$ cat src/rtl/cpu_boot_loader_pkg.sv
// Shared definitions for the CPU boot loader: state encoding, word
// geometry and the CPU address width shared with the CPU core.
package cpu_boot_loader_pkg;

   // Address width of the CPU core's RAM bus.
   localparam int CPU_ADDR_W     = 14;
   localparam int BYTES_PER_WORD = 4;

   typedef enum logic [1:0] {
      LOAD = 2'd0,
      HOLD = 2'd1,
      RUN  = 2'd2
   } state_t;

endpackage

$ cat src/rtl/cpu_boot_loader_if.sv
// Bus bundle of the boot loader: byte-loader handshake, CPU-side RAM
// request, RAM port, CPU reset and loader status.
//
// Loader handshake: a byte transfers on a rising edge of clk where
// ld_valid && ld_ready. ld_ready is a function of loader state only
// (never of ld_valid). A source holds ld_byte/ld_last stable while
// ld_valid is high and the byte has not yet transferred.
interface cpu_boot_loader_if #(
   parameter int SIZE = cpu_boot_loader_pkg::CPU_ADDR_W
);
   logic                          ld_valid;
   logic                          ld_ready;
   logic [7:0]                    ld_byte;
   logic                          ld_last;
   logic                          cpu_wrEn;
   logic [SIZE-1:0]               cpu_addr;
   logic [31:0]                   cpu_data;
   logic                          cpu_rst;
   logic                          ram_wrEn;
   logic [SIZE-1:0]               ram_addr;
   logic [31:0]                   ram_data;
   logic                          busy;
   logic                          load_err;
   logic [SIZE:0]                 word_count;
   cpu_boot_loader_pkg::state_t   state_dbg;

   // The boot loader itself.
   modport slave (
      input  ld_valid, ld_byte, ld_last, cpu_wrEn, cpu_addr, cpu_data,
      output ld_ready, cpu_rst, ram_wrEn, ram_addr, ram_data, busy,
      output load_err, word_count, state_dbg
   );

   // Host side: byte source, CPU and RAM observers.
   modport master (
      output ld_valid, ld_byte, ld_last, cpu_wrEn, cpu_addr, cpu_data,
      input  ld_ready, cpu_rst, ram_wrEn, ram_addr, ram_data, busy,
      input  load_err, word_count, state_dbg
   );

endinterface

$ cat src/rtl/cpu_boot_loader_byte_word_packer.sv
// byte_word_packer: packs accepted bytes big-endian into 32-bit words.
// The first byte of a word lands in bits 31:24. A byte flagged last
// closes the word early with the remaining low bytes zero. word_valid
// is high in the cycle whose closing edge completes a word; word_data
// holds that word from the completing edge until the next one.
module byte_word_packer (
   input  logic        clk,
   input  logic        rst,
   input  logic        clear,
   input  logic        byte_en,
   input  logic [7:0]  byte_in,
   input  logic        last_in,
   output logic        word_valid,
   output logic [31:0] word_data
);

   logic [1:0]  idx_q;
   logic [31:0] asm_q;
   logic [31:0] asm_next;

   // Place the incoming byte into its lane and detect word completion.
   always_comb begin
      asm_next = asm_q;
      case (idx_q)
         2'd0:    asm_next[31:24] = byte_in;
         2'd1:    asm_next[23:16] = byte_in;
         2'd2:    asm_next[15:8]  = byte_in;
         default: asm_next[7:0]   = byte_in;
      endcase
      word_valid = byte_en && ((idx_q == 2'd3) || last_in);
   end

   // Assembly register, byte index and completed-word register.
   always_ff @(posedge clk) begin
      if (rst) begin
         idx_q     <= 2'd0;
         asm_q     <= 32'd0;
         word_data <= 32'd0;
      end else if (clear) begin
         idx_q <= 2'd0;
         asm_q <= 32'd0;
      end else if (byte_en) begin
         if (word_valid) begin
            word_data <= asm_next;
            asm_q     <= 32'd0;
            idx_q     <= 2'd0;
         end else begin
            asm_q <= asm_next;
            idx_q <= idx_q + 2'd1;
         end
      end
   end

endmodule

$ cat src/rtl/cpu_boot_loader.sv
// cpu_boot_loader: holds the CPU in reset while a byte-serial program
// image is written into RAM from word 0, waits SETTLE_CYCLES after the
// final write, then hands the RAM port to the CPU and releases it.
// Optional feature: define LOADER_RELOAD_EN to add a `reload` input
// that sends a running system back into LOAD.
module cpu_boot_loader
   import cpu_boot_loader_pkg::*;
#(
   parameter int SIZE          = CPU_ADDR_W,
   parameter int DEPTH         = 16384,
   parameter int SETTLE_CYCLES = 2
) (
   input  logic             clk,
   input  logic             rst,
`ifdef LOADER_RELOAD_EN
   input  logic             reload,
`endif
   cpu_boot_loader_if.slave bus
);

   localparam int            SW      = $clog2(SETTLE_CYCLES + 1);
   localparam logic [SIZE:0] DEPTH_W = (SIZE + 1)'(DEPTH);

   state_t          state_q;
   state_t          state_d;
   logic [SIZE:0]   wc_q;
   logic [SIZE-1:0] addr_q;
   logic            wr_q;
   logic            err_q;
   logic [SW-1:0]   settle_q;
   logic            ld_ready;
   logic            accept;
   logic            word_valid;
   logic [31:0]     word_data;
   logic            reload_req;
   logic            image_done;
   logic            ram_full;

`ifdef LOADER_RELOAD_EN
   assign reload_req = (state_q == RUN) && reload;
`else
   assign reload_req = 1'b0;
`endif

   assign ld_ready   = (state_q == LOAD);
   assign accept     = bus.ld_valid && ld_ready;
   assign image_done = accept && bus.ld_last;
   assign ram_full   = (wc_q == DEPTH_W);

   byte_word_packer u_packer (
      .clk        (clk),
      .rst        (rst),
      .clear      (reload_req),
      .byte_en    (accept),
      .byte_in    (bus.ld_byte),
      .last_in    (bus.ld_last),
      .word_valid (word_valid),
      .word_data  (word_data)
   );

   // State register.
   always_ff @(posedge clk) begin
      if (rst) state_q <= LOAD;
      else     state_q <= state_d;
   end

   // Next state: LOAD until the last byte, HOLD for the settle count, RUN.
   always_comb begin
      state_d = state_q;
      case (state_q)
         LOAD:    if (image_done) state_d = HOLD;
         HOLD:    if (settle_q == '0) state_d = RUN;
         RUN:     if (reload_req) state_d = LOAD;
         default: state_d = LOAD;
      endcase
   end

   // Loader write port, word counter, overflow flag and settle counter.
   always_ff @(posedge clk) begin
      if (rst) begin
         wc_q     <= '0;
         addr_q   <= '0;
         wr_q     <= 1'b0;
         err_q    <= 1'b0;
         settle_q <= '0;
      end else begin
         wr_q <= 1'b0;
         if (image_done)
            settle_q <= SW'(SETTLE_CYCLES);
         else if ((state_q == HOLD) && (settle_q != '0))
            settle_q <= settle_q - SW'(1);
         // Words beyond DEPTH are dropped but the stream keeps flowing.
         if (word_valid) begin
            if (ram_full) begin
               err_q <= 1'b1;
            end else begin
               wr_q   <= 1'b1;
               addr_q <= wc_q[SIZE-1:0];
               wc_q   <= wc_q + (SIZE + 1)'(1);
            end
         end
         if (reload_req) begin
            wc_q  <= '0;
            err_q <= 1'b0;
         end
      end
   end

   // RAM port mux and status: the CPU reaches RAM only in RUN, unregistered.
   always_comb begin
      bus.ram_wrEn = wr_q;
      bus.ram_addr = addr_q;
      bus.ram_data = word_data;
      if (state_q == RUN) begin
         bus.ram_wrEn = bus.cpu_wrEn;
         bus.ram_addr = bus.cpu_addr;
         bus.ram_data = bus.cpu_data;
      end
      bus.ld_ready   = ld_ready;
      bus.cpu_rst    = (state_q != RUN);
      bus.busy       = (state_q != RUN);
      bus.load_err   = err_q;
      bus.word_count = wc_q;
      bus.state_dbg  = state_q;
   end

endmodule

$ cat src/flat_wrapper.sv
// flat-port wrapper written by rule: the top's interface ports become plain ports
module cpu_boot_loader_flat import cpu_boot_loader_pkg::*;
#(
   parameter int SIZE          = CPU_ADDR_W,
   parameter int DEPTH         = 16384,
   parameter int SETTLE_CYCLES = 2
)
  (clk, rst, bus_ld_valid, bus_ld_byte, bus_ld_last, bus_cpu_wrEn, bus_cpu_addr, bus_cpu_data, bus_ld_ready, bus_cpu_rst, bus_ram_wrEn, bus_ram_addr, bus_ram_data, bus_busy, bus_load_err, bus_word_count, bus_state_dbg);
  cpu_boot_loader_if #(.SIZE(SIZE)) bus_i ();
  input  logic clk;
  input  logic rst;
  input wire logic [$bits(bus_i.ld_valid)-1:0] bus_ld_valid;
  input wire logic [$bits(bus_i.ld_byte)-1:0] bus_ld_byte;
  input wire logic [$bits(bus_i.ld_last)-1:0] bus_ld_last;
  input wire logic [$bits(bus_i.cpu_wrEn)-1:0] bus_cpu_wrEn;
  input wire logic [$bits(bus_i.cpu_addr)-1:0] bus_cpu_addr;
  input wire logic [$bits(bus_i.cpu_data)-1:0] bus_cpu_data;
  output wire logic [$bits(bus_i.ld_ready)-1:0] bus_ld_ready;
  output wire logic [$bits(bus_i.cpu_rst)-1:0] bus_cpu_rst;
  output wire logic [$bits(bus_i.ram_wrEn)-1:0] bus_ram_wrEn;
  output wire logic [$bits(bus_i.ram_addr)-1:0] bus_ram_addr;
  output wire logic [$bits(bus_i.ram_data)-1:0] bus_ram_data;
  output wire logic [$bits(bus_i.busy)-1:0] bus_busy;
  output wire logic [$bits(bus_i.load_err)-1:0] bus_load_err;
  output wire logic [$bits(bus_i.word_count)-1:0] bus_word_count;
  output wire logic [$bits(bus_i.state_dbg)-1:0] bus_state_dbg;
  assign bus_i.ld_valid = bus_ld_valid;
  assign bus_i.ld_byte = bus_ld_byte;
  assign bus_i.ld_last = bus_ld_last;
  assign bus_i.cpu_wrEn = bus_cpu_wrEn;
  assign bus_i.cpu_addr = bus_cpu_addr;
  assign bus_i.cpu_data = bus_cpu_data;
  assign bus_ld_ready = bus_i.ld_ready;
  assign bus_cpu_rst = bus_i.cpu_rst;
  assign bus_ram_wrEn = bus_i.ram_wrEn;
  assign bus_ram_addr = bus_i.ram_addr;
  assign bus_ram_data = bus_i.ram_data;
  assign bus_busy = bus_i.busy;
  assign bus_load_err = bus_i.load_err;
  assign bus_word_count = bus_i.word_count;
  assign bus_state_dbg = bus_i.state_dbg;
  cpu_boot_loader #(.SIZE(SIZE), .DEPTH(DEPTH), .SETTLE_CYCLES(SETTLE_CYCLES)) u_core (.clk(clk), .rst(rst), .bus(bus_i));
endmodule
$ cat config.mk
export PLATFORM = sky130hd
export DESIGN_NAME = cpu_boot_loader_flat
export DESIGN_NICKNAME = d
export VERILOG_FILES = /design/src/rtl/cpu_boot_loader_pkg.sv /design/src/rtl/cpu_boot_loader_if.sv /design/src/rtl/cpu_boot_loader_byte_word_packer.sv /design/src/rtl/cpu_boot_loader.sv /design/src/flat_wrapper.sv
export SDC_FILE = /design/constraint.sdc
export NUM_CORES = 1
export LEC_CHECK = 0
export ABC_CLOCK_PERIOD_IN_PS = 2100
export CAP_MARGIN = 0
export CELL_PAD_IN_SITES_DETAIL_PLACEMENT = 1
export CELL_PAD_IN_SITES_GLOBAL_PLACEMENT = 1
export CORE_ASPECT_RATIO = 0.6
export CORE_MARGIN = 3
export CORE_UTILIZATION = 32
export CTS_CLUSTER_SIZE = 40
export DETAILED_ROUTE_END_ITERATION = 8
export PLACE_DENSITY_LB_ADDON = 0.1
export REMOVE_ABC_BUFFERS = 1
export SLEW_MARGIN = 5
export SYNTH_ARGS = -nofsm -noshare
export SYNTH_HDL_FRONTEND = slang
export SYNTH_SLANG_ARGS = --single-unit
$ cat constraint.sdc
create_clock -name clk -period 2.1 [get_ports clk]
set_clock_uncertainty 0.05 [all_clocks]
set_input_delay 0.525 -clock clk [delete_from_list [all_inputs] [get_ports clk]]
set_output_delay 0.525 -clock clk [all_outputs]
set_load 0.01 [all_outputs]
# Word level (Yosys, flattened, before mapping)
# Index checks and enable logic that the tools add are counted.
# op_classes
multipliers,0
eq_ne,9
muxes,15
shifts,0
n_div,0
reduce_logical,17
bitwise,3
n_addsub,3
magnitude_cmp,0
# op_table
cell,n
$mux 32,2
$mux 8,4
$add 15x1->15 const B,1
$eq 15x15->1 const B,1
$mux 14,1
$mux 2,5
$eq 2x2->1 const B,3
$logic_not 2->1,3
$pmux 2 s3,1
$reduce_and 2->1,3
$eq 2x1->1 const B,2
$logic_and 1x1->1,4
$ne 2x2->1 const B,2
$reduce_bool 2->1,2
$reduce_or 2->1,2
$not 1->1,3
$reduce_and 3->1,1
$reduce_or 3->1,1
$add 2x1->2 const B,1
$mux 1,2
$ne 2x1->1 const B,1
$sub 2x1->2 const B,1
$logic_or 1x1->1,1
# totals
ff_bits,101
out_inout_bits,68
elab_cells,57
mem_bits_rw,0
mem_count,0
mem_bits_ro,0
latchBits,0

# Logic depth before layout (Yosys ltp)
# Gate-level depths: netlist of the first run.
# depth
depth_word,5
depth_mapped,8
depth_no_buf,6

# Modules after synthesis
# A second synthesis of the first run with hierarchy kept.
# hier_totals
cells_unflattened,646
hier_area_um2,5117.4
# by_module_without_submodules
module,instances,cells_per_inst,area_each_um2
byte_word_packer,1,313,3014.1
cpu_boot_loader,1,333,2103.3

# Worst setup path before layout of the first run
# Ideal clock, no wire load.
# synth_timing
path_type,input to register
startpoint,input port bus_ld_valid
endpoint,"register u_core.wc_q[14], in the netlist u_core.bus.word_count[14]"
cell_stages,6
setup_ns,0.070
t_arrival_ns,2.072
required_time_ns,1.980
path_slack_ns,-0.092
path_buffers,2
cell_sequence,or3b_1 -> buf_2 -> or3_1 -> buf_2 -> or4_1 -> a21oi_1
# synth_between
elab_chain_cells,3
# synth_lines
item,line,source
from (decl),flat_wrapper.sv:12,input wire logic [$bits(bus_i.ld_valid)-1:0] bus_ld_valid;
$logic_and 1x1->1,cpu_boot_loader.sv:46,assign accept = bus.ld_valid && ld_ready;
$logic_and 1x1->1,cpu_boot_loader_byte_word_packer.sv:30,word_valid = byte_en && ((idx_q == 2'd3) || last_in);
$reduce_and 2->1 (no source line),n/a,
to (signal assigned),cpu_boot_loader.sv:99,wc_q <= wc_q + (SIZE + 1)'(1);
to (decl),cpu_boot_loader.sv:26,logic [SIZE:0] wc_q;
# No other way between the ends.
# A chain may end at the register's enable or synchronous reset.

# Worst setup path in the final report of the first run
# layout_timing
startpoint,"register u_core.state_q[0], in the netlist u_core.bus.state_dbg[0]"
endpoint,output port bus_ram_data[1]
# layout_between
elab_chain_cells,2
# layout_lines
item,line,source
from (decl),cpu_boot_loader.sv:24,state_t state_q;
from (signal assigned),cpu_boot_loader.sv:64,else state_q <= state_d;
$eq 2x2->1,cpu_boot_loader.sv:114,if (state_q == RUN) begin
$mux 32,cpu_boot_loader.sv:114,
to (decl),flat_wrapper.sv:22,output wire logic [$bits(bus_i.ram_data)-1:0] bus_ram_data;
# No other way between the ends.

==> flow_metrics.env, run 1 <==
export IMPL_reg2reg_depth=6
export IMPL_clk_path_buf_depth=2
export IMPL_fin_nets=824
export IMPL_hold_path_cell_count=2
export IMPL_grt_pass1_wl_um=26200
export IMPL_clock_sinks=101
export IMPL_dp_final_hpwl_um=11400
export IMPL_syn_area_um2=4810
export IMPL_drt_pass1_iterations=4
export IMPL_violations="setup timing"
export IMPL_layout_common_cells="nand2_1, dfxtp_1, nor2_1"
export IMPL_criticalPathCategory="register to output port"
export IMPL_worstSetupStartpointType="register"
export IMPL_place_gp_congestion=0.797
export IMPL_status="finished, violations left"
export IMPL_vdd_drop_max_mv=0.433
export IMPL_p_int_mw=3.20
export IMPL_die_area_um2=16600
export IMPL_cts_htree_levels=3
export IMPL_drv_cap=0
export IMPL_p_per_area_nw_per_um2=632
export IMPL_die_y_um=101
export IMPL_wirelength_um=16800
export IMPL_synth_edff_count=0
export IMPL_setup_viol=25
export IMPL_antenna_found_initial=0
export IMPL_multi_input_area_um2=2680
export IMPL_overflow=0
export IMPL_pwr_share_comb_pct=19.3
export IMPL_fin_crit_sh_pct=104
export IMPL_power_frac_clock_pct=35.1
export IMPL_arrival_ps=1600
export IMPL_regArea_um2=2030
export IMPL_crit_chain="and2b_4 -> buf_8 -> buf_12 -> buf_6 -> nand2_2 -> nand2_1 -> buf_2"
export IMPL_synthArstFlopShare_pct=0
export IMPL_cts_inserted_buffers=9
export IMPL_grt_pass1_vias=4868
export IMPL_crit_slowest_cell="dfxtp_2"
export IMPL_finalHoldViolations=0
export IMPL_postLayoutCellArea_um2=7010
export IMPL_max_freq_mhz=459
export IMPL_cts_hold_buf=0
export IMPL_relSlewSlack_pct=65.3
export IMPL_drtIter0Drc=286
export IMPL_switching_power_mw=1.23
export IMPL_drive_gt1_share_pct=21.3
export IMPL_vias_per_cell=5.00
export IMPL_final_cells=960
export IMPL_initial_utilization_pct=32.9
export IMPL_cts_root_buf="clkbuf_16"
export IMPL_core_area_um2=14600
export IMPL_p_total_mw=4.43
export IMPL_swShare_pct=27.7
export IMPL_hp_class="register to register"
export IMPL_whs_ps=431
export IMPL_postRouteAntennaNets=0
export IMPL_vias=4800
export IMPL_placementRows=34
export IMPL_cts_tree="built"
export IMPL_numPortBuffers=126
export IMPL_pwr_share_seq_pct=45.5
export IMPL_area_growth_pct=45.9
export IMPL_syn_inst=611
export IMPL_avgSynthCellArea_um2=7.87
export IMPL_cpPeakStageDelay_ps=320
export IMPL_grt_usage_pct=20.1
export IMPL_dpl_cell_area_um2=6530
export IMPL_die_w_um=164
export IMPL_fillers=1775
export IMPL_route_detailed_drc=0
export IMPL_tightest_slew_ps=516
export IMPL_place_inst=928
export IMPL_yosysSeqAreaShare_pct=42.1
export IMPL_yosysUniqueCellTypes=37
export IMPL_final_common_cell="nand2_1"
export IMPL_wl_per_cell_um=17.5
export IMPL_critPathRequiredTime_ps=1520
export IMPL_grt_max_degree=52
export IMPL_synth_warnings=0
export IMPL_final_setup_worst_slack_ps=-79.7
export IMPL_ys_ff_latch=101
export IMPL_antenna_diode_count=0
export IMPL_worstSkewPairLatency_ps=340
export IMPL_fin_crit_ps=2180
export IMPL_ios=127
export IMPL_finalMaxSlewViolations=0
export IMPL_end_kind="output port"
export IMPL_critPathMaxFanout=6
export IMPL_path_clk_slew_ps=70
export IMPL_dp_slack_ps=-532
export IMPL_rsz0062_at_grt="true"
export IMPL_p_leak_nw=2.92
export IMPL_ys_flop_type="dfxtp_1"
==> cell type report <==
cell class	instances	share of cell area, %
multi-input cells	452	38.1
flip-flops and latches	101	28.9
repair buffers	186	25.2
well taps	198	3.53
clock buffers	10	3.26
clock inverters	6	0.553
inverters	7	0.482
==> worst max-delay path, delay by kind of cell, from the launching register on <==
family / cells / cell delay (ps)
simple gates: 3 / 410
buf+inv: 4 / 530
flops: 1 / 320
==> flip-flops by register name (all words and copies together), names as in the netlist <==
register and cells:
u_core.u_packer.word_data 32, u_core.addr_q 14, u_core.bus.load_err 1, u_core.wr_q 1, u_core.bus.state_dbg 2, u_core.bus.word_count 15, u_core.settle_q 2, u_core.u_packer.idx_q 2
u_core.u_packer.asm_q 32
==> worst paths after layout <==
| check | slack (ps) | end | startpoint |
|---|---|---|---|
| max | -80 | bus_ram_data[1] | u_core.bus.state_dbg[0]$_SDFFE_PP0P_ |
| min reg2reg | 430 | u_core.addr_q[8]$_SDFFE_PP0P_ | u_core.addr_q[8]$_SDFFE_PP0P_ |
| min | 430 | u_core.addr_q[8]$_SDFFE_PP0P_ | u_core.addr_q[8]$_SDFFE_PP0P_ |
| max reg2reg | 110 | u_core.bus.word_count[10]$_SDFFE_PP0P_ | u_core.bus.state_dbg[0]$_SDFFE_PP0P_ |
==> metal layers <==
| layer | up-vias | share of wire, % | track usage (%) |
|---|---|---|---|
| li1 | 2358 | - | - |
| met3 | 13 | 6.0 | 3.82 |
| met1 | 2316 | 50 | 29.5 |
| met2 | 113 | 43 | 30.4 |
| met4 | 0 | 0.93 | 4.68 |
| met5 | - | 0 | 0 |
==> cell families after synthesis <==
| kind of cell | Yosys count | share of synthesized area [%] |
|---|---|---|
| AO/OA/AOI/OAI | 97 | 13.9 |
| XOR/XNOR | 5 | 0.911 |
| adder cells (fa/ha/maj) | 8 | 2.08 |
| buffers and inverters | 58 | 4.69 |
| flip-flops | 101 | 42.1 |
| multiplexers | 46 | 9.58 |
| AND/OR/NAND/NOR | 296 | 26.8 |
==> what timing repair did <==
| item | in CTS | in global routing |
|---|---|---|
| buffers inserted | 10 | 2 |
| endpoints found under the setup margin | 55 | 46 |
| pin swaps | 7 | 22 |
| gates cloned | 5 | 2 |
| resized for setup | 219 | 44 |
==> through the flow <==
| step | setup TNS [ps] | utilization [%] |
|---|---|---|
| floorplan | -108980 | - |
| finish | -973 | 48.1 |
| global placement | -19320 | 44.7 |
| global route | -3510 | 48.1 |
| CTS | -642 | 46.9 |
| detailed placement | -23210 | 44.7 |
==> synthesized netlist by cell type (all sizes together), types with 2 or more instances <==
library cell | instances | area, um2
nand4 | 5 | 31.3
inv | 7 | 26.3
xnor2 | 3 | 26.3
nor3b | 3 | 22.5
buf | 13 | 56.3
a21oi | 14 | 70.1
dfxtp | 101 | 2020
or3 | 3 | 18.8
a211oi | 32 | 240
a22oi | 33 | 248
o31ai | 3 | 22.5
nand3 | 2 | 10.0
and3 | 6 | 37.5
nor4 | 4 | 25.0
nor4b | 2 | 17.5
clkbuf | 38 | 143
and4 | 3 | 26.3
or4 | 3 | 22.5
nand2b | 24 | 150
nor2 | 83 | 312
ha | 8 | 100
o21ai | 11 | 55.1
mux2i | 46 | 460
nand2 | 151 | 567
or2 | 3 | 18.8
xor2 | 2 | 17.5
==> power by group through the flow <==
stage               logic, mW  registers, mW  clock network [mW]
CTS                     0.817           2.02                1.59
detailed placement      0.808           2.06                   0
global route            0.934           2.03                1.66
finish                  0.856           2.02                1.56
floorplan               0.324           2.05                   0
global placement        0.787           2.06                   0
No activity file was read; power rests on OpenSTA's default activity.
==> run 2, diff against run 1 <==
Settings changed: SYNTH_HIERARCHICAL set to 1.
==> flow_metrics.env, run 2 <==
export IMPL_status="finished, violations left"
export IMPL_violations="setup timing"
export IMPL_reg2reg_depth=8
export IMPL_fillers=1843
export IMPL_core_area_um2=15500
export IMPL_syn_area_um2=5120
export IMPL_grt_usage_pct=20.0
export IMPL_drt_pass1_iterations=5
export IMPL_clock_sinks=101
export IMPL_dp_final_hpwl_um=12400
export IMPL_whs_ps=409
export IMPL_postRouteAntennaNets=0
export IMPL_cts_inserted_buffers=9
export IMPL_cts_htree_levels=3
export IMPL_final_common_cell="nand2_1"
export IMPL_grt_max_degree=47
export IMPL_yosysSeqAreaShare_pct=39.5
export IMPL_die_area_um2=17600
export IMPL_synth_area_leaders="dfxtp_1, nand2_1, mux2i_1"
export IMPL_p_per_area_nw_per_um2=593
export IMPL_layout_common_cells="nand2_1, dfxtp_1, clkdlybuf4s50_1"
export IMPL_route_detailed_drc=0
export IMPL_area_growth_pct=47.1
export IMPL_cts_root_buf="clkbuf_16"
export IMPL_synthMostInstantiatedCell="nand2_1"
export IMPL_worstHoldStart="u_core/u_packer/asm_q[29]$_SDFFE_PP0P_"
export IMPL_synth_largest_area_cell="dfxtp_1"
export IMPL_setup_viol=31
export IMPL_synth_area_mux_share_pct=6.67
export IMPL_synthArstFlopShare_pct=0
export IMPL_drv_cap=0
export IMPL_die_w_um=169
export IMPL_vdd_drop_max_mv=0.338
export IMPL_synth_xor_area_share_pct=1.20
export IMPL_wirelength_um=19100
export IMPL_ys_ff_latch=101
export IMPL_cts_tree="built"
export IMPL_overflow=0
export IMPL_synth_top_area_share_pct=39.5
export IMPL_placementRows=35
export IMPL_synth_compound_gate_area_share_pct=17.7
export IMPL_rsz0062_at_grt="true"
export IMPL_worstSetupStartpointType="register"
export IMPL_place_gp_congestion=0.842
export IMPL_p_leak_nw=2.97
export IMPL_ios=127
export IMPL_fin_crit_ps=2180
export IMPL_grt_pass1_wl_um=28300
export IMPL_max_freq_mhz=459
export IMPL_yosys_top_cells_count="nand2_1, dfxtp_1, a21oi_1, or3_1, nor2_1"
export IMPL_rrSetupSlack_ps=70
export IMPL_vias_per_cell=5.21
export IMPL_crit_slowest_cell="dfxtp_2"
export IMPL_path_clk_slew_ps=70
export IMPL_synth_simple_area_share_pct=26.6
export IMPL_hold_path_cell_count=2
export IMPL_r2r_start="u_core/bus.word_count[0]$_SDFFE_PP0P_"
export IMPL_synth_edff_count=0
export IMPL_clk_path_buf_depth=2
export IMPL_fin_nets=866
export IMPL_drtIter0Drc=314
export IMPL_final_util_pct=48.6
export IMPL_tightest_slew_ps=655
export IMPL_antenna_found_initial=1
export IMPL_finalMaxSlewViolations=0
export IMPL_holdPathEnd="u_core/u_packer/asm_q[29]$_SDFFE_PP0P_"
export IMPL_crit_chain="nor2b_4 -> clkinv_4 -> buf_12 -> buf_8 -> nand2_2 -> nand2_1 -> buf_2"
export IMPL_critPathMaxFanout=6
export IMPL_synth_warnings=6
export IMPL_antenna_diode_count=0
export IMPL_worstSkewPairLatency_ps=350
export IMPL_ys_flop_type="dfxtp_1"
export IMPL_relSlewSlack_pct=56.3
export IMPL_critPathRequiredTime_ps=1520
export IMPL_tns_ps=-1370
export IMPL_final_setup_worst_slack_ps=-77.2
export IMPL_drive_gt1_share_pct=26.6
export IMPL_initial_utilization_pct=33.0
export IMPL_cpPeakStageDelay_ps=330
export IMPL_die_y_um=104
export IMPL_finalHoldViolations=0
export IMPL_p_total_mw=4.47
export IMPL_avgSynthCellArea_um2=7.92
export IMPL_syn_inst=646
export IMPL_vias=5243
export IMPL_hp_class="register to register"
export IMPL_fin_crit_sh_pct=104
export IMPL_criticalPathCategory="register to output port"
export IMPL_arrival_ps=1600
export IMPL_crit_family="buffers and inverters"
export IMPL_yosysUniqueCellTypes=50
export IMPL_grt_pass1_vias=5170
export IMPL_synth_fa_ha_area_share_pct=1.96
export IMPL_numPortBuffers=126
export IMPL_synth_top_family_by_area="simple AND/OR/NAND/NOR gates"
export IMPL_wl_per_cell_um=18.9
export IMPL_crit_reg2reg_capture="u_core/addr_q[7]$_SDFFE_PP0P_"
export IMPL_end_kind="output port"
export IMPL_path_buf_inv=4
## run 2: worst max path at each step
| stage | to | slack, ps | cells past startpoint | startpoint |
|---|---|---|---|---|
| 5_1_grt | bus_ram_data[20] | -130 | 7 | u_core/bus.state_dbg[1]$_SDFFE_PP0P_ |
| 3_5_place_dp | u_core/bus.word_count[14]$_SDFFE_PP0P_ | -380 | 8 | bus_ld_valid |
| 3_3_place_gp | u_core/bus.word_count[14]$_SDFFE_PP0P_ | -290 | 8 | bus_ld_valid |
| 6_report | bus_ram_data[27] | -80 | 7 | u_core/bus.state_dbg[1]$_SDFFE_PP0P_ |
| 4_1_cts | bus_ram_data[25] | -110 | 7 | u_core/bus.state_dbg[1]$_SDFFE_PP0P_ |
| 2_1_floorplan | bus_ram_addr[0] | -2010 | 4 | u_core/bus.state_dbg[1]$_SDFFE_PP0P_ |
## run 2: per-layer routing
layer / track usage (%) / part of all wire, % / up-vias
met4: 3.56 / 0.79 / 0
met2: 29.7 / 43 / 155
li1: - / - / 2530
met3: 3.46 / 6.3 / 14
met5: 0 / 0 / -
met1: 30.3 / 50 / 2544
## run 2: repair_timing
| action | CTS | global route |
|---|---|---|
| gates cloned | 3 | 5 |
| buffers inserted | 6 | 8 |
| setup endpoints to repair | 57 | 72 |
| hold buffers | 0 | 0 |
| resized for setup | 175 | 120 |
| pin swaps | 1 | 41 |
## run 2: worst min-delay path, stage by stage (launching register included)
cell and delay (ps):
dfxtp_1 310, nand2_1 50, a21oi_1 50
## run 2: cell type report
cell class	instances	area (um2)	share of cell area, %
Tap cell	203	254	3.37
Sequential cell	101	2030	26.9
Inverter	10	42.5	0.565
Clock buffer	9	225	2.99
Timing Repair Buffer	193	1850	24.6
Clock inverter	7	88.8	1.18
Multi-Input combinational cell	484	3040	40.4
## run 2: report_power, final
group / switching [mW] / total [mW] / internal [mW]
clock network: 0.759 / 1.80 / 1.04
registers: 0.0119 / 1.94 / 1.93
logic: 0.382 / 0.721 / 0.339
## run 2: per-stage QoR
| step | instance area [um2] | instances | setup slack (ps) |
|---|---|---|---|
| 5_1_grt | 7530 | 1007 | -126 |
| 3_5_place_dp | 6770 | 970 | -379 |
| 3_3_place_gp | 6770 | 970 | -295 |
| 4_1_cts | 7050 | 994 | -113 |
| 2_1_floorplan | 4840 | 595 | -2010 |
| 6_report | 7530 | 1007 | -77.2 |
## run 2: cells by family (layout without fill, tap and decap cells)
family / Yosys count / count (layout)
adder cells (fa/ha/maj): 8 / 8
AND/OR/NAND/NOR: 298 / 298
flip-flops: 101 / 101
AO/OA/AOI/OAI: 134 / 134
other: 1 / 3
multiplexers: 34 / 34
buffers and inverters: 63 / 219
XOR/XNOR: 7 / 7
==> run 3, diff against run 2 <==
Settings changed: CORE_UTILIZATION 32 to 41, DONT_BUFFER_PORTS set to 1.
==> flow_metrics.env, run 3 (same netlist as run 2, synthesis figures left out) <==
export IMPL_status="complete, no violations"
export IMPL_die_area_um2=13900
export IMPL_grt_pass1_wl_um=25400
export IMPL_worstSkewPairLatency_ps=340
export IMPL_worstSetupStartpointType="register"
export IMPL_p_leak_nw=2.19
export IMPL_crit_family="buffers and inverters"
export IMPL_core_area_um2=11700
export IMPL_criticalPathCategory="register to output port"
export IMPL_grt_pass1_vias=4562
export IMPL_clk_path_buf_depth=2
export IMPL_crit_chain="buf_6 -> nor2b_4 -> buf_12 -> inv_8 -> clkbuf_16 -> nand2_1 -> nand2_2"
export IMPL_fin_crit_ps=2090
export IMPL_regArea_um2=2030
export IMPL_final_setup_worst_slack_ps=14.1
export IMPL_critPathMaxFanout=10
export IMPL_drt_pass1_iterations=5
export IMPL_initial_utilization_pct=43.6
export IMPL_die_y_um=92.5
export IMPL_drv_cap=0
export IMPL_postLayoutCellArea_um2=6020
export IMPL_cts_tree="built"
export IMPL_dp_final_hpwl_um=10900
export IMPL_crit_start="u_core/bus.state_dbg[1]$_SDFFE_PP0P_"
export IMPL_path_buf_inv=4
export IMPL_end_kind="output port"
export IMPL_reg2reg_depth=8
export IMPL_rsz0062_at_grt="true"
export IMPL_wl_met1_um=8360
export IMPL_dpl_cell_area_um2=5390
export IMPL_cts_htree_levels=3
export IMPL_wirelength_um=17000
export IMPL_tightest_slew_ps=562
export IMPL_drive_gt1_share_pct=23.7
export IMPL_postRouteAntennaNets=0
export IMPL_grt_max_degree=71
export IMPL_wl_met2_um=7350
export IMPL_tns_ps=0
export IMPL_wl_per_cell_um=20.7
export IMPL_final_common_cell="nand2_1"
export IMPL_hp_class="primary input to register"
export IMPL_cpPeakStageDelay_ps=340
export IMPL_finalMaxSlewViolations=0
export IMPL_overflow=0
export IMPL_rrSetupSlack_ps=40
export IMPL_p_per_area_nw_per_um2=665
export IMPL_ios=127
export IMPL_cts_hold_buf=0
export IMPL_fin_nets=721
export IMPL_cts_inserted_buffers=9
export IMPL_cts_root_buf="clkbuf_16"
export IMPL_die_w_um=150
export IMPL_crit_reg2reg_capture="u_core/bus.word_count[14]$_SDFFE_PP0P_"
export IMPL_area_growth_pct=17.6
export IMPL_setup_viol=0
export IMPL_relSlewSlack_pct=62.5
export IMPL_antenna_found_initial=1
export IMPL_cp_num_cells=7
export IMPL_fillers=1399
export IMPL_route_detailed_drc=0
export IMPL_critPathRequiredTime_ps=1520
export IMPL_fin_crit_sh_pct=99.3
export IMPL_vias_per_cell=5.71
export IMPL_vdd_drop_max_mv=0.378
export IMPL_place_gp_congestion=0.837
export IMPL_arrival_ps=1510
export IMPL_final_cells=819
export IMPL_layout_common_cells="nand2_1, dfxtp_1, nand2_2"
export IMPL_final_util_pct=51.2
export IMPL_path_clk_slew_ps=60
export IMPL_grt_usage_pct=23.0
export IMPL_clock_sinks=101
export IMPL_max_freq_mhz=479
export IMPL_vias=4679
export IMPL_crit_slowest_cell="dfxtp_2"
export IMPL_place_inst=797
export IMPL_dp_slack_ps=40.1
export IMPL_numPortBuffers=0
export IMPL_placementRows=30
export IMPL_finalHoldViolations=0
export IMPL_dr_wl_met3_um=1090
export IMPL_drtIter0Drc=309
export IMPL_multi_input_area_um2=2980
export IMPL_critPathCapture="bus_ram_addr[4]"
export IMPL_highest_layer="met4"
export IMPL_r2r_start="u_core/bus.state_dbg[0]$_SDFFE_PP0P_"
## run 3: changes by cell type in the layout (fill, tap and decap cells not counted), moves of 3 or more
cell             delta
nand2_2            +33
buf_6              -14
clkbuf_1            +4
dlygate4sd2_1       -3
buf_2              -29
nand2_4            -12
clkdlybuf4s50_1    -75
clkbuf_2            -7
buf_4               -8
buf_12              -5
nand2_1            -21
clkinv_2            -3
## run 3: layer usage
metal	GRT usage [%]	vias up
li1	-	2240
met1	34.1	2267
met2	34.9	158
met3	4.45	14
met4	4.49	0
met5	0	-
## run 3: where the power goes
group | switching (mW) | leakage [nW] | internal [mW] | total, mW
Clock | 0.721 | 0.134 | 0.920 | 1.64
Combinational | 0.276 | 1.24 | 0.142 | 0.419
Sequential | 0.0104 | 0.816 | 1.93 | 1.94
Total | 1.01 | 2.19 | 2.99 | 4.00
## run 3: stage by stage
stage,hold WS [ps],power (mW)
3_5_place_dp,396,2.33
6_report,206,4.00
5_1_grt,192,4.14
3_3_place_gp,388,2.31
4_1_cts,192,3.98
2_1_floorplan,381,2.20
## run 3: area by class of cell
type / count / share of cell area (%)
repair buffers: 48 / 8.17
flip-flops and latches: 101 / 33.7
inverters: 10 / 0.749
clock inverters: 2 / 0.582
well taps: 160 / 3.33
clock buffers: 13 / 3.99
multi-input cells: 484 / 49.5
diodes: 1 / 0.0416
## run 3: worst min path at each step
stage                                        startpoint                            end  slack, ps  cells after the start
after floorplan           u_core/addr_q[0]$_SDFFE_PP0P_  u_core/addr_q[0]$_SDFFE_PP0P_        380                      2
after global placement    u_core/addr_q[0]$_SDFFE_PP0P_  u_core/addr_q[0]$_SDFFE_PP0P_        390                      2
after detailed placement  u_core/addr_q[0]$_SDFFE_PP0P_  u_core/addr_q[0]$_SDFFE_PP0P_        400                      2
after CTS                                           rst  u_core/addr_q[8]$_SDFFE_PP0P_        190                      1
after global routing                                rst  u_core/addr_q[8]$_SDFFE_PP0P_        190                      1
final                                               rst  u_core/addr_q[8]$_SDFFE_PP0P_        210                      1
## run 3: what timing repair did
action | in CTS | in global routing
setup buffers | 3 | 0
gates cloned | 2 | 2
gates resized for setup | 12 | 73
endpoints found under the setup margin | 6 | 48
